`src/rtl/booth_pkg.sv`:
```
// Shared types and sizing helpers for the Booth multiplier slice.
package booth_pkg;

   // Controller states: load on start, one Booth step per clock, then publish.
   typedef enum logic [1:0] {
      IDLE = 2'd0,
      RUN  = 2'd1,
      DONE = 2'd2
   } booth_state_t;

   // Default operand width used by the slice.
   localparam int BOOTH_BUS_SIZE_DEF = 4;

   // Step counter must hold the value bus_size itself.
   function automatic int booth_cnt_w(input int bus_size);
      return $clog2(bus_size + 1);
   endfunction

   localparam int BOOTH_CNT_W_DEF = booth_cnt_w(BOOTH_BUS_SIZE_DEF);

endpackage

```
`src/rtl/booth_multiplier_ctrl_if.sv`:
```
// Request/result bundle between a multiply requester and the Booth unit.
interface booth_multiplier_ctrl_if #(
   parameter int bus_size = 4
);
   logic                    start;
   logic [bus_size-1:0]     multiplicand;
   logic [bus_size-1:0]     multiplier;
   logic                    busy;
   logic                    done;
   logic [2*bus_size-1:0]   product;

   modport master (
      output start, multiplicand, multiplier,
      input  busy, done, product
   );

   modport slave (
      input  start, multiplicand, multiplier,
      output busy, done, product
   );
endinterface

```
`src/rtl/parameterizable_2_complement.sv`:
```
// Conditional one's complementer; cout carries the +1 that completes negation.
module parameterizable_2_complement #(
   parameter int width = 5
) (
   input  logic             enable,
   input  logic [width-1:0] operand,
   output logic [width-1:0] result,
   output logic             cout
);

   assign result = enable ? ~operand : operand;
   assign cout   = enable;

endmodule

```
`src/rtl/booth_multiplier_ctrl.sv`:
```
// Sequential radix-2 Booth signed multiplier: FSM, datapath registers and
// a shared adder fed through the conditional complementer.
module booth_multiplier_ctrl
   import booth_pkg::*;
#(
   parameter int bus_size = 4
) (
   input  logic                  clk,
   input  logic                  rst_n,
   booth_multiplier_ctrl_if.slave bus
);

   localparam int N     = bus_size;
   localparam int CNT_W = booth_cnt_w(bus_size);

   booth_state_t        state, state_nxt;
   logic [N:0]          a_reg;      // extra bit keeps -M representable for M = -2^(N-1)
   logic [N:0]          m_reg;
   logic [N-1:0]        q_reg;
   logic                q_1;
   logic [CNT_W-1:0]    cnt;
   logic                busy_r;
   logic                done_r;
   logic [2*N-1:0]      product_r;

   logic                neg_en;
   logic                add_en;
   logic [N:0]          m_cond;
   logic                m_cin;
   logic [N:0]          a_nxt;

   // Pair 10 subtracts M, pair 01 adds M; 00/11 leave A alone.
   assign neg_en = q_reg[0] & ~q_1;
   assign add_en = q_reg[0] ^ q_1;

   parameterizable_2_complement #(bus_size + 1) u_comp (
      .enable  (neg_en),
      .operand (m_reg),
      .result  (m_cond),
      .cout    (m_cin)
   );

   // Next-state decode and the pre-shift accumulator value (adder carry-out dropped).
   always_comb begin
      state_nxt = state;
      a_nxt     = a_reg;
      if (add_en)
         a_nxt = a_reg + m_cond + {{N{1'b0}}, m_cin};
      case (state)
         IDLE: if (bus.start) state_nxt = RUN;
         RUN:  if (cnt == CNT_W'(1)) state_nxt = DONE;
         DONE: state_nxt = IDLE;
         default: state_nxt = IDLE;
      endcase
   end

   // State register and datapath; reset aborts any operation and clears the result.
   always_ff @(posedge clk or negedge rst_n) begin
      if (!rst_n) begin
         state     <= IDLE;
         a_reg     <= '0;
         m_reg     <= '0;
         q_reg     <= '0;
         q_1       <= 1'b0;
         cnt       <= '0;
         busy_r    <= 1'b0;
         done_r    <= 1'b0;
         product_r <= '0;
      end else begin
         state  <= state_nxt;
         done_r <= 1'b0;
         case (state)
            IDLE: begin
               // busy stays up through the cycle done is shown, drops after
               busy_r <= bus.start;
               if (bus.start) begin
                  a_reg <= '0;
                  q_reg <= bus.multiplier;
                  q_1   <= 1'b0;
                  m_reg <= {bus.multiplicand[N-1], bus.multiplicand};
                  cnt   <= CNT_W'(N);
               end
            end
            RUN: begin
               // arithmetic shift right of {A,Q,q_1}
               a_reg <= {a_nxt[N], a_nxt[N:1]};
               q_reg <= {a_nxt[0], q_reg[N-1:1]};
               q_1   <= q_reg[0];
               cnt   <= cnt - CNT_W'(1);
            end
            DONE: begin
               product_r <= {a_reg[N-1:0], q_reg};
               done_r    <= 1'b1;
            end
            default: ;
         endcase
      end
   end

   assign bus.busy    = busy_r;
   assign bus.done    = done_r;
   assign bus.product = product_r;

endmodule
```
`src/flat_wrapper.sv`:
```
// flat-port wrapper written by rule: the top's interface ports become plain ports
module booth_multiplier_ctrl_flat import booth_pkg::*;
#(
   parameter int bus_size = 4
)
  (clk, rst_n, bus_start, bus_multiplicand, bus_multiplier, bus_busy, bus_done, bus_product);
  booth_multiplier_ctrl_if #(.bus_size(bus_size)) bus_i ();
  input  logic clk;
  input  logic rst_n;
  input wire logic [$bits(bus_i.start)-1:0] bus_start;
  input wire logic [$bits(bus_i.multiplicand)-1:0] bus_multiplicand;
  input wire logic [$bits(bus_i.multiplier)-1:0] bus_multiplier;
  output wire logic [$bits(bus_i.busy)-1:0] bus_busy;
  output wire logic [$bits(bus_i.done)-1:0] bus_done;
  output wire logic [$bits(bus_i.product)-1:0] bus_product;
  assign bus_i.start = bus_start;
  assign bus_i.multiplicand = bus_multiplicand;
  assign bus_i.multiplier = bus_multiplier;
  assign bus_busy = bus_i.busy;
  assign bus_done = bus_i.done;
  assign bus_product = bus_i.product;
  booth_multiplier_ctrl #(.bus_size(bus_size)) u_core (.clk(clk), .rst_n(rst_n), .bus(bus_i));
endmodule
```
`config.mk`:
```
export PLATFORM = sky130hd
export DESIGN_NAME = booth_multiplier_ctrl_flat
export DESIGN_NICKNAME = d
export VERILOG_FILES = /design/src/rtl/booth_pkg.sv /design/src/rtl/booth_multiplier_ctrl_if.sv /design/src/rtl/parameterizable_2_complement.sv /design/src/rtl/booth_multiplier_ctrl.sv /design/src/flat_wrapper.sv
export SDC_FILE = /design/constraint.sdc
export NUM_CORES = 1
export LEC_CHECK = 0
export ABC_AREA = 1
export CORE_MARGIN = 2
export CORE_UTILIZATION = 55
export DETAILED_ROUTE_END_ITERATION = 7
export GPL_TIMING_DRIVEN = 1
export PLACE_DENSITY = 0.77
export SYNTH_ARGS = -nofsm -noshare
export SYNTH_HDL_FRONTEND = slang
export SYNTH_SLANG_ARGS = --single-unit
```
`constraint.sdc`:
```
create_clock -name clk -period 2.9 [get_ports clk]
set_input_delay 0.29 -clock clk [delete_from_list [all_inputs] [get_ports clk]]
set_output_delay 0.29 -clock clk [all_outputs]
set_load 0.05 [all_outputs]
```
# Word-level counts from Yosys, hierarchy flattened
# Index checks and enable logic that the tools add are counted.
[word_totals] word_cells=40 ff_bits=29
[classes] eq_ne=5 mux=14 add_sub_neg=3 reduce_logical=5 n_bitwise=4
[op_table] operator="two-way mux 5 bit" n=3
[op_table] operator="case mux 5 bit (2 select lines)" n=1
[op_table] operator="case mux 4 bit (2 select lines)" n=1
[op_table] operator="case mux 3 bit (2 select lines)" n=1
[op_table] operator="AND reduction 2 bit" n=3
[op_table] operator="adder 5 x 1 -> 5 bit" n=1
[op_table] operator="adder 5 bit" n=1
[op_table] operator="inverter 5 bit" n=1
[op_table] operator="two-way mux 2 bit" n=2
[op_table] operator="two-way mux 4 bit" n=1
[op_table] operator="case mux 2 bit (2 select lines)" n=1
[op_table] operator="equality test 3 x 1 -> 1 bit, second input constant" n=1
[op_table] operator="two-way mux 3 bit" n=1
[op_table] operator="subtractor 3 x 1 -> 3 bit, second input constant" n=1
[op_table] operator="equality test 2 x 1 -> 1 bit, second input constant" n=1
[op_table] operator="equality test 2 bit, second input constant" n=1
[op_table] operator="zero test 2 bit" n=1
[op_table] operator="two-way mux 1 bit" n=2
[op_table] operator="inequality test 2 x 1 -> 1 bit, second input constant" n=1
[op_table] operator="inequality test 2 bit, second input constant" n=1
[op_table] operator="case mux 1 bit (2 select lines)" n=1
[op_table] operator="nonzero test 2 bit" n=1
[op_table] operator="bitwise AND 1 bit" n=1
[op_table] operator="inverter 1 bit" n=1
[op_table] operator="XOR 1 bit" n=1

# Longest topological paths before layout
[depth] word_depth=7 mapped_depth=12 mapped_depth_nobuf=12

# By module
# A second synthesis with hierarchy kept.
[unflattened] cells_unflattened=177 hier_area_um2=1468.9
[modules_own_cells] mod="booth_multiplier_ctrl" area_each_um2=1382.6 cells_each=155 n_inst=1 seq_area_each_um2=700.7
[modules_own_cells] mod="parameterizable_2_complement" area_each_um2=86.3 cells_each=22 n_inst=1 seq_area_each_um2=0.0

# Least setup slack after synthesis
# Ideal clock, no wire load.
[synth_timing] path_kind="register -> register" startpoint="reg u_core.q_1" endpoint="reg u_core.a_reg[3]" path_stages_with_launch=11 setup_slack_ns=1.243 required_ns=2.771 n_path_buf=0 arrival_ns=1.528 cell_sequence="dfrtp_1 -> inv_1 -> ha_1 -> nand2_1 -> nand2_1 -> inv_1 -> fa_1 -> nor2_1 -> o21ai_0 -> o211ai_1 -> o31ai_1"
[synth_via] elab_chain_cells=7 elab_cells_between_ends=8
[synth_lines] element="from (decl)" line_no="booth_multiplier_ctrl.sv:20" text="logic q_1;"
[synth_lines] element="from (signal assigned)" line_no="booth_multiplier_ctrl.sv:88" text="q_1 <= q_reg[0];"
[synth_lines] element="inverter 1 bit" line_no="booth_multiplier_ctrl.sv:33" text="assign neg_en = q_reg[0] & ~q_1;"
[synth_lines] element="bitwise AND 1 bit" line_no="booth_multiplier_ctrl.sv:33"
[synth_lines] element="two-way mux 5 bit" line_no="parameterizable_2_complement.sv:11" text="assign result = enable ? ~operand : operand;"
[synth_lines] element="adder 5 bit" line_no="booth_multiplier_ctrl.sv:48" text="a_nxt = a_reg + m_cond + {{N{1'b0}}, m_cin};"
[synth_lines] element="adder 5 x 1 -> 5 bit" line_no="booth_multiplier_ctrl.sv:48"
[synth_lines] element="two-way mux 5 bit *" line_no="booth_multiplier_ctrl.sv:47" text="if (add_en)"
[synth_lines] element="case mux 5 bit (2 select lines) *" line_no="booth_multiplier_ctrl.sv:72" text="case (state)"
[synth_lines] element="to (signal assigned)" line_no="booth_multiplier_ctrl.sv:86" text="a_reg <= {a_nxt[N], a_nxt[N:1]};"
[synth_lines] element="to (decl)" line_no="booth_multiplier_ctrl.sv:17" text="logic [N:0] a_reg;"
# Every way passes the cells marked *; elsewhere a longest branch is shown, timed or not.
# A chain may end at the register's enable or synchronous reset.

# Worst setup path after layout
[layout_timing] startpoint="reg u_core.q_1" endpoint="reg u_core.a_reg[2]"
# Same word-level chain as after synthesis.

==> flow_summary.json <==
{
  "status": "complete, no violations",
  "arrival_ns": 2.13,
  "finClkSkew_ns": 0.0159,
  "pin_count": 21,
  "slew_violations": 0,
  "ys_ff_latch": 28,
  "largest_register_ffs": 8,
  "drive_gt1_share_pct": 10.2,
  "grt_pass1_wl_microns": 4220,
  "hold_class": "in2async",
  "layout_commonest_cell": "nand2_1",
  "grt_overflow_total": 0,
  "final_cell_mix": "nand2_1 (39), dfrtp_1 (28), inv_1 (23)",
  "post-route-period-util_pct": 64.5,
  "timing.final.ws_setup_ns": 1.03,
  "relSlewSlack_pct": 66.9,
  "num-nets-final": 196,
  "grt_max_degree": 29,
  "cts_tree": "built",
  "first_global_vias": 975,
  "hpwlAfterDp_microns": 1860,
  "via_per_inst": 5.20,
  "track_usage_pct": 20.1,
  "initial_core_util_pct": 57.1,
  "ys_seq_area_share_pct": 50.0,
  "crit_chain": "inv_1 > ha_1 > xnor2_1 > inv_1 > ha_1 > nand2_1 > inv_1 > nand2_1 > nand2_1 > nand2_1 > nand3_1 > a21oi_1",
  "antenna_cells": 0,
  "wirelength_microns": 2570,
  "crit_family": "adder cells",
  "ctsResizeCount": 0,
  "drc": 0,
  "tightest_slew_ns": 0.495,
  "synth_top_cell_area_share_pct": 50.0,
  "io_buffers": 20,
  "area_growth_pct": 19.6,
  "startpoint_type": "flip-flop",
  "place_congestion": 0.732,
  "worst-path-buf-inv": 3,
  "netlist_area_sq_mm": 0.00140,
  "max_stage_delay_ns": 0.36,
  "dp.cells": 202,
  "ys_types": 26,
  "row_count": 18,
  "antenna_found_initial": 0,
  "clk_latency_ns": 0.34,
  "core_area_sq_mm": 0.00245,
  "fmax_mhz": 535,
  "ant_nets": 0,
  "cp_slowest_cell": "dfrtp_1",
  "die-area_sq_mm": 0.00297,
  "required_ns": 3.16,
  "tns_ns": 0,
  "cpMostUsedCell": "nand2_1",
  "htreeDepth": 1,
  "post_cts.repair.setup_buffers": 0,
  "hold_viol": 0,
  "worstSetupPathType": "reg2reg",
  "chipWidth_microns": 54.5,
  "die_h_microns": 54.5,
  "setup_viol": 0,
  "clock-sinks": 28,
  "whs_ns": 0.301,
  "post-route-min-period_ns": 1.87,
  "drv_cap": 0,
  "ctsHoldBuffers": 0,
  "synth_top_area_cell": "dfrtp_1",
  "clkSlewWorstSetupHoldPaths_ns": 0.16,
  "first_iter_violations": 24,
  "first_pass_iters": 4,
  "wire_per_inst_microns": 12.5,
  "n_fill_cell": 196,
  "cts_made_buffers": 3,
  "synthTopCellsByArea": "dfrtp_1 (50%), nand2_1 (10%), ha_1 (6.3%)",
  "yosys_warnings": 0,
  "clk_path_buf_depth": 2,
  "syn_nets": 172,
  "critPathMaxFanout": 4,
  "dp_worst_setup_slack_ns": 1.09,
  "synth.avg_cell_area_sq_um": 9.16,
  "finalNonFillerCells": 206,
  "synth_cells": 153,
  "rsz0062_at_grt": "no",
  "num_vias": 1071,
  "endpoint_kind": "flip-flop",
  "cts_root_buffer": "clkbuf_4"
}
stage by stage:
step / cell area (sq um) / util (%)
floorplan: 1400 / -
global placement: 1620 / 66.2
detailed placement: 1620 / 66.2
CTS: 1680 / 68.3
global route: 1680 / 68.3
finish: 1680 / 68.3
final cells by class:
| class | instances | area, sq um | area share [%] |
|---|---|---|---|
| inverters | 27 | 104 | 6.19 |
| clock buffers | 3 | 22.5 | 1.34 |
| repair buffers | 21 | 208 | 12.4 |
| well taps | 30 | 37.5 | 2.24 |
| clock inverters | 1 | 30.0 | 1.79 |
| flip-flops and latches | 28 | 701 | 41.8 |
| multi-input cells | 96 | 574 | 34.3 |
path summary, 6_finish.rpt:
kind | start | end | slack (ns) | cells past startpoint
worst max-delay path | u_core.q_1 | u_core.a_reg[2] | 1.03 | 12
worst min-delay path | rst_n | u_core.bus.product[2] | 0.30 | 2
worst min register to register | u_core.state[0] | u_core.bus.done | 0.48 | 1
max in group asynchronous | rst_n | u_core.a_reg[3] | 2.33 | 2
min in group clk | u_core.state[0] | u_core.bus.done | 0.48 | 1
worst max register to register | u_core.q_1 | u_core.a_reg[2] | 1.03 | 12
cell usage after synthesis:
library cell	count
nand3_1	2
nand2_1	39
nor2_1	1
xnor2_1	3
o211ai_1	3
inv_4	1
nor2_2	3
nand2_2	1
buf_6	2
a22oi_1	2
o21ai_0	15
o21ai_1	4
nor3_1	1
dfrtp_1	28
fa_1	1
nor2_4	3
a21oi_1	3
inv_2	3
xor2_1	2
or2_2	1
a2bb2oi_1	1
ha_1	7
inv_1	23
o311ai_2	1
o22ai_1	2
o31ai_1	1
worst register-to-register path: stages, from the launching register on:
cell	delay, ns
dfrtp_1	0.36
inv_1	0.05
ha_1	0.26
xnor2_1	0.28
inv_1	0.08
ha_1	0.27
nand2_1	0.06
inv_1	0.05
nand2_1	0.07
nand2_1	0.05
nand2_1	0.06
nand3_1	0.06
a21oi_1	0.12
kinds of logic (layout without fill, tap and decap cells):
family                   count (synthesis)  in the layout  share of synthesized area, %
AO/OA/AOI/OAI                           32             32                          13.7
XOR/XNOR                                 5              5                          3.13
adder cells (fa/ha/maj)                  8              8                          7.68
buffers and inverters                   29             52                          9.02
flip-flops                              28             28                          50.0
AND/OR/NAND/NOR                         51             51                          16.4
layer usage:
metal / track usage [%] / share of wire, % / vias up
met5: 0 / 0 / -
met4: 10.0 / 2.1 / 0
met3: 2.73 / 4.0 / 7
met2: 32.1 / 47 / 29
met1: 26.8 / 47 / 500
li1: - / - / 535
Power is not shown: default switching activity piles up to over one toggle a cycle in this logic, so the estimate is an artifact.
